--- config.mk ---
export PLATFORM = sky130hd
export DESIGN_NAME = ab_seq_sched_flat
export DESIGN_NICKNAME = d
export VERILOG_FILES = /design/src/rtl/ab_seq_sched_if.sv /design/src/rtl/ab_seq_sched.sv /design/src/flat_wrapper.sv
export SDC_FILE = /design/constraint.sdc
export NUM_CORES = 1
export LEC_CHECK = 0
export CORE_ASPECT_RATIO = 1.75
export CORE_MARGIN = 2
export CORE_UTILIZATION = 56
export CTS_CLUSTER_DIAMETER = 50
export DETAILED_ROUTE_END_ITERATION = 8
export GPL_TIMING_DRIVEN = 0
export MAX_ROUTING_LAYER = met4
export PLACE_DENSITY_LB_ADDON = 0.05
export SETUP_SLACK_MARGIN = 0.02
export SLEW_MARGIN = 25
export SYNTH_ARGS = -nofsm -noshare
export SYNTH_HDL_FRONTEND = slang
export SYNTH_SLANG_ARGS = --single-unit
--- constraint.sdc ---
create_clock -name clk -period 4.55 [get_ports clk]
set_clock_uncertainty 0.15 [all_clocks]
set_input_delay 0.6825 -clock clk [delete_from_list [all_inputs] [get_ports clk]]
set_output_delay 0.6825 -clock clk [all_outputs]
set_load 0.01 [all_outputs]
--- src/rtl/ab_seq_sched_if.sv ---
// Handshake bundle between the four requesters and the a->b sequencing scheduler.
// master = requester side (drives req/abort), slave = scheduler side.
// All scheduler outputs are registered inside ab_seq_sched.
interface ab_seq_sched_if #(
  parameter int CNT_W = 8
);
  logic [3:0]       req;
  logic             abort;
  logic [3:0]       gnt;
  logic             seq_a;
  logic             seq_b;
  logic             busy;
  logic [3:0]       done;
  logic [CNT_W-1:0] o_txn_cnt;

  modport master (
    output req, abort,
    input  gnt, seq_a, seq_b, busy, done, o_txn_cnt
  );

  modport slave (
    input  req, abort,
    output gnt, seq_a, seq_b, busy, done, o_txn_cnt
  );
endinterface

--- src/rtl/ab_seq_sched.sv ---
// Round-robin scheduler sharing one a->b sequencer: seq_a, then seq_b exactly GAP cycles later.
// Latency: gnt one cycle after req is seen in IDLE, seq_a one cycle after gnt, seq_b GAP after seq_a.
// No backpressure: req is sampled only in IDLE; later requests wait, abort cancels PH_A/WAIT.
module ab_seq_sched #(
  parameter int GAP   = 10,
  parameter int CNT_W = 8
) (
  input  logic          clk,
  input  logic          rst_n,
  ab_seq_sched_if.slave bus
);

  localparam logic [1:0] IDLE = 2'd0;
  localparam logic [1:0] PH_A = 2'd1;
  localparam logic [1:0] WAIT = 2'd2;
  localparam logic [1:0] PH_B = 2'd3;

  logic [1:0]       state;
  logic [1:0]       ptr;
  logic [1:0]       idx;
  logic [7:0]       gap_cnt;
  logic [3:0]       gnt_q;
  logic [3:0]       done_q;
  logic             seq_a_q;
  logic             seq_b_q;
  logic             busy_q;
  logic [CNT_W-1:0] txn_q;

  logic [1:0]       pick_idx;
  logic [3:0]       pick_oh;
  logic             pick_vld;
  logic [1:0]       scan_j;

  // Round-robin pick: first set req bit searching upward from ptr, wrapping mod 4.
  always_comb begin
    pick_idx = ptr;
    pick_vld = 1'b0;
    scan_j   = ptr;
    for (int k = 0; k < 4; k++) begin
      scan_j = ptr + 2'(k);
      if (!pick_vld && bus.req[scan_j]) begin
        pick_vld = 1'b1;
        pick_idx = scan_j;
      end
    end
    pick_oh = 4'b0001 << pick_idx;
  end

  // Sequencer FSM; every output is a register set from the current state, so outputs trail the state by a cycle.
  always_ff @(posedge clk) begin
    if (!rst_n) begin
      state   <= IDLE;
      ptr     <= 2'd0;
      idx     <= 2'd0;
      gap_cnt <= 8'd0;
      gnt_q   <= 4'd0;
      done_q  <= 4'd0;
      seq_a_q <= 1'b0;
      seq_b_q <= 1'b0;
      busy_q  <= 1'b0;
      txn_q   <= '0;
    end else begin
      seq_a_q <= 1'b0;
      seq_b_q <= 1'b0;
      done_q  <= 4'd0;
      case (state)
        IDLE: begin
          if (pick_vld) begin
            gnt_q   <= pick_oh;
            busy_q  <= 1'b1;
            idx     <= pick_idx;
            gap_cnt <= 8'(GAP - 1);
            state   <= PH_A;
          end else begin
            // The previous grant stays visible through the cycle that shows done.
            gnt_q  <= 4'd0;
            busy_q <= 1'b0;
          end
        end
        PH_A: begin
          if (bus.abort) begin
            gnt_q  <= 4'd0;
            busy_q <= 1'b0;
            ptr    <= idx + 2'd1;
            state  <= IDLE;
          end else begin
            seq_a_q <= 1'b1;
            state   <= (GAP > 1) ? WAIT : PH_B;
          end
        end
        WAIT: begin
          if (bus.abort) begin
            gnt_q  <= 4'd0;
            busy_q <= 1'b0;
            ptr    <= idx + 2'd1;
            state  <= IDLE;
          end else if (gap_cnt <= 8'd1) begin
            state <= PH_B;
          end else begin
            gap_cnt <= gap_cnt - 8'd1;
          end
        end
        PH_B: begin
          // abort is deliberately ignored here: the b phase always completes.
          seq_b_q <= 1'b1;
          done_q  <= gnt_q;
          txn_q   <= txn_q + 1'b1;
          ptr     <= idx + 2'd1;
          state   <= IDLE;
        end
        default: state <= IDLE;
      endcase
    end
  end

  assign bus.gnt       = gnt_q;
  assign bus.done      = done_q;
  assign bus.seq_a     = seq_a_q;
  assign bus.seq_b     = seq_b_q;
  assign bus.busy      = busy_q;
  assign bus.o_txn_cnt = txn_q;

  a_gnt_onehot0: assert property (@(posedge clk) disable iff (!rst_n) $onehot0(gnt_q));
  a_ab_excl:     assert property (@(posedge clk) disable iff (!rst_n) !(seq_a_q && seq_b_q));
  a_done_in_gnt: assert property (@(posedge clk) disable iff (!rst_n) (done_q & ~gnt_q) == 4'd0);
  a_busy_gnt:    assert property (@(posedge clk) disable iff (!rst_n) busy_q == (gnt_q != 4'd0));

endmodule
--- src/flat_wrapper.sv ---
// flat-port wrapper written by rule: the top's interface ports become plain ports
module ab_seq_sched_flat 
#(
  parameter int GAP   = 10,
  parameter int CNT_W = 8
)
  (clk, rst_n, bus_req, bus_abort, bus_gnt, bus_seq_a, bus_seq_b, bus_busy, bus_done, bus_o_txn_cnt);
  ab_seq_sched_if #(.CNT_W(CNT_W)) bus_i ();
  input  logic clk;
  input  logic rst_n;
  input wire logic [$bits(bus_i.req)-1:0] bus_req;
  input wire logic [$bits(bus_i.abort)-1:0] bus_abort;
  output wire logic [$bits(bus_i.gnt)-1:0] bus_gnt;
  output wire logic [$bits(bus_i.seq_a)-1:0] bus_seq_a;
  output wire logic [$bits(bus_i.seq_b)-1:0] bus_seq_b;
  output wire logic [$bits(bus_i.busy)-1:0] bus_busy;
  output wire logic [$bits(bus_i.done)-1:0] bus_done;
  output wire logic [$bits(bus_i.o_txn_cnt)-1:0] bus_o_txn_cnt;
  assign bus_i.req = bus_req;
  assign bus_i.abort = bus_abort;
  assign bus_gnt = bus_i.gnt;
  assign bus_seq_a = bus_i.seq_a;
  assign bus_seq_b = bus_i.seq_b;
  assign bus_busy = bus_i.busy;
  assign bus_done = bus_i.done;
  assign bus_o_txn_cnt = bus_i.o_txn_cnt;
  ab_seq_sched #(.GAP(GAP), .CNT_W(CNT_W)) u_core (.clk(clk), .rst_n(rst_n), .bus(bus_i));
endmodule
Word level (Yosys, flattened, before mapping). Index checks and enable logic that the tools add are counted. W data, S select, Z words.

Register bits: 33. Latch bits: 0. RAM bits: 0. Bits in read-only memories: 0. Input port bits: 7. Output and inout port bits: 19. Word-level logic and storage cells: 82. Memories: 0.

Add/sub/neg operators: 6. Multiply operators: 0. Div/mod/pow operators: 0. $lt $le $gt $ge: 5. Equality and inequality tests: 8. Shifts and indexed selects: 1. Mux-type cells: 34. Bitwise logic cells: 0. Reduce and logical (&&, ||, !) cells: 18.

Operators with widths (number): $mux W8 (3); $mux W2 (8); $pmux W8 S2 (1); $lt A2 B3 Y1 const B (4); $mux W1 (12); $reduce_and A2 Y1 (6); $add A8 B1 Y8 const B (1); $bmux W1 S2 (4); $le A8 B1 Y1 const B (1); $mux W4 (2); $pmux W2 S4 (1); $pmux W4 S2 (1); $sub A8 B1 Y8 const B (1); $reduce_bool A2 Y1 (3); $add A2 B1 Y2 const B (2); $add A2 B2 Y2 const B (2); $eq A2 B2 Y1 const B (2); $ne A2 B1 Y1 const B (2); $ne A2 B2 Y1 const B (2); $pmux W2 S2 (1); $reduce_and A4 Y1 (1); $shl A1 B2 Y4 const A (1); $logic_and A1 B1 Y1 (3); $logic_not A1 Y1 (3); other kinds (5) (5).

Logic depth before layout (Yosys ltp).
Depth in word-level cells: 15. Depth in mapped cells: 8.

Least setup slack after synthesis. Ideal clock, no wire load.

Kind: input -> register. Start point: input port bus_req[0]. End point: register u_core.gap_cnt[7]. Setup time: 0.121 ns. Arrival: 1.939 ns. Data required time: 4.279 ns. Setup slack: 2.340 ns. Stages on the path: 6. Buffers on the path: 1. Cell sequence: nor4_1 -> and2_2 -> buf_2 -> a21oi_1 -> nand3_1 -> mux2_2.

Longest elaborated chain between the ends: 14. Elaborated cells on any way between the ends: 20. Those cells by class: eq/ne (1); mux (12); reduce/logical (7).

Ends and longest elaborated chain: start, declared (RTL line flat_wrapper.sv:11) `input wire logic [$bits(bus_i.req)-1:0] bus_req;`; $bmux W1 S2 (RTL line ab_seq_sched.sv:41) `if (!pick_vld && bus.req[scan_j]) begin`; $mux W1 (not written as such) (RTL line ab_seq_sched.sv:41); $mux W1 (RTL line ab_seq_sched.sv:41); $logic_not A1 Y1 (RTL line ab_seq_sched.sv:41); $logic_and A1 B1 Y1 (RTL line ab_seq_sched.sv:41); $mux W1 (RTL line ab_seq_sched.sv:41); $logic_not A1 Y1 (RTL line ab_seq_sched.sv:41); $logic_and A1 B1 Y1 (RTL line ab_seq_sched.sv:41); $mux W1 (RTL line ab_seq_sched.sv:41); $logic_not A1 Y1 (RTL line ab_seq_sched.sv:41); $logic_and A1 B1 Y1 (RTL line ab_seq_sched.sv:41); $mux W1 * (RTL line ab_seq_sched.sv:41); $ne A2 B1 Y1 (no line) *; $reduce_and A4 Y1 (no line) *; end signal, assigned (RTL line ab_seq_sched.sv:72) `gap_cnt <= 8'(GAP - 1);`; end signal, assigned (RTL line ab_seq_sched.sv:100) `gap_cnt <= gap_cnt - 8'd1;`; end, declared (RTL line ab_seq_sched.sv:21) `logic [7:0] gap_cnt;`.

Every way passes the cells marked *; elsewhere a longest branch is shown, timed or not. The select of a mux whose other input is x is not followed. A chain may end at the register's enable or synchronous reset.

Worst setup path after layout. Ends and elaborated chain as after synthesis.

==> flow_summary.yaml <==
run_status:
  status: "finished clean"
critical_path:
  crit_type: "in2reg"
  start_kind: "primary input"
  r2r-start: "u_core.gap_cnt[2]"
  startpoint: "bus_req[0]"
  worstPathArrival_ps: 2720
  cp_slowest_stage_delay_ps: 570
  required_ps: 4580
  endpoint_kind: "flop"
  critPathMaxFanout: 6
  path_cells: "clkdlybuf4s50_1 -> nor4_1 -> and2_2 -> buf_2 -> a21oi_1 -> nand3_1 -> mux2_2"
  crit_path_top_delay_cell: "nor4_1"
sta:
  fmax_mhz: 371.9
  setup_viol: 0
  rsz0062_at_grt: "false"
  holdWs_ps: 323.0
  fin_crit_sh_pct: 59.10
  fin_tns_setup_ps: 0
  tightest_slew_ps: 618.8
  slew_viol_final: 0
  relSlewSlack_pct: 58.47
  layout_min_cycle_time_ps: 2689
  hold_violations: 0
floorplanning:
  start_util_pct: 58.33
  coreArea_um2: 2690
  num_io_pins: 26
  rows: 25
  die_w_um: 44.01
  dieArea_um2: 3258
  fp.dieH_um: 74.02
clocking:
  cts_tree: "yes"
  cts_resized: 0
  clock_latency_ps: 290
  h-tree-depth: 2
  clk_pin_slew_worst_paths_ps: 70
  cts-root-buf: "clkbuf_8"
  holdBufCountCts: 0
  cts_buffers: 5
  cts_num_sinks: 33
  cts_setup_buffers: 0
  clk_path_buf_depth: 2
synthesis:
  async_reset_ff_share_pct: 0
  synth_edf_count: 0
  synth_cell_types: 45
  synth-seq-cells: 33
  synthTopCellsByCount: "33 x dfxtp_1, 24 x nor2_1, 12 x a21oi_1"
  yosysMostFrequentCell: "dfxtp_1"
  yosysWarnings: 0
  syn_area_um2: 1569
  syn_inst: 176
  synth-main-ff-cell: "dfxtp_1"
  ys_seq_area_share_pct: 42.11
  synth_nets: 190
  synth.top_cell.area_share_pct: 42.11
  synth_area_leaders: "dfxtp_1 42%, nor2_1 5.7%, ha_1 5.6%"
  syn_area_per_cell_um2: 8.915
  netlist.top_cell.by_area: "dfxtp_1"
layout:
  syn_to_final_growth_pct: 24.24
  n_antenna_cell: 0
  post-route-util_pct: 72.47
  drive_gt1_share_pct: 8.612
  final_net_count: 222
  n_fill_cell: 235
power_and_ir_drop:
  ir_drop_mv: 0.3356
  cellPowerDensity_nw_per_um2: 335.5
  p_leak_uw: 0.0007734
global_route:
  grt_max_degree: 12
  grt_pass1_vias: 1403
  grt_overflow: 0
  grt_util_all_layers_pct: 24.48
  grt_pass1_wl_um: 5809
  antenna_found_initial: 0
flow_run:
  cap_viol_max_count: 0
place:
  dpl.hpwl_um: 2644
  port-buffer-count: 25
  gp_congestion: 0.8040
detailed_routing:
  wl_per_cell_um: 14.56
  wirelength_um: 3437
  vias: 1358
  drc_errors: 0
  first_pass_iters: 4
  via_per_inst: 5.754
  first_iter_violations: 10
  ant_nets: 0
worst_hold_path:
  hold_start: "u_core.bus.gnt[2]"
  hp-class: "reg2reg"
## kinds of logic after synthesis
group           share of synthesized area, %
compound gates                         16.83
xor+xnor                               5.024
fa+ha+maj                              5.582
buf+inv                                3.748
flops                                  42.11
mux                                    3.349
simple gates                           23.37
## state kept, by name, summed over array words and instances (netlist names)
| name | flops |
|---|---|
| u_core.gap_cnt | 8 |
| u_core.bus.busy | 1 |
| u_core.bus.seq_a | 1 |
| u_core.bus.done | 4 |
| u_core.ptr | 2 |
| u_core.state | 2 |
| u_core.idx | 2 |
| u_core.bus.o_txn_cnt | 8 |
| u_core.bus.gnt | 4 |
| u_core.bus.seq_b | 1 |
## stage by stage
step           setup WS, ps  cells  power, uW  cell area (um^2)
2_1_floorplan          2340    176      396.1              1569
3_3_place_gp           1543    228      426.9              1853
3_5_place_dp           1544    228      431.9              1853
4_1_cts                1851    236      660.6              1949
5_1_grt                1798    236      690.2              1949
6_report               1861    236      654.0              1949
## cell usage in the layout, fill, tap and decap left out, types with 5 or more instances in the layout
master / n
and3_1: 5
a21oi_1: 12
ha_1: 7
a211oi_1: 7
nand2_1: 10
dfxtp_1: 33
nor2_1: 24
o21ai_0: 7
clkdlybuf4s50_1: 25
inv_1: 10
clkbuf_8: 6
xor2_1: 5
## routing by layer
layer  GRT usage (%)  vias up  routed length, um
met5               -        -                  0
met4           10.44        0                 51
met3           5.583        6                 99
met2           47.06       20               2015
met1           21.65      651               1270
li1                -      681                  -
## power by group
part	switching (uW)	total (uW)	internal [uW]
sequential	15.1	318	303
clock	106	228	122
combinational	58.0	107	49.4
total	179	654	475
## critical path: cells and delay by family
kind | cells | cell delay, ps
muxes | 1 | 330
AOI/OAI and AO/OA | 1 | 100
and+or+nand+nor | 3 | 970
buffers and inverters | 2 | 640
## final timing paths
check / endpoint / slack (ps) / cells after the start
setup / recovery: u_core.gap_cnt[7] / 1860 / 7
hold / removal: u_core.bus.gnt[2] / 320 / 2
setup reg to reg: u_core.gap_cnt[7] / 2200 / 5
hold reg to reg: u_core.bus.gnt[2] / 320 / 2
## area by class of cell
class	instances	area, um^2	area share, %
Buffer	5	21.27	1.091
Timing Repair Buffer	25	250.2	12.84
Sequential cell	33	660.6	33.89
Clock inverter	2	13.76	0.7060
Multi-Input combinational cell	128	849.6	43.58
Inverter	10	37.54	1.926
Tap cell	27	33.78	1.733
Clock buffer	6	82.58	4.236
(Power assumes the default switching activity.)
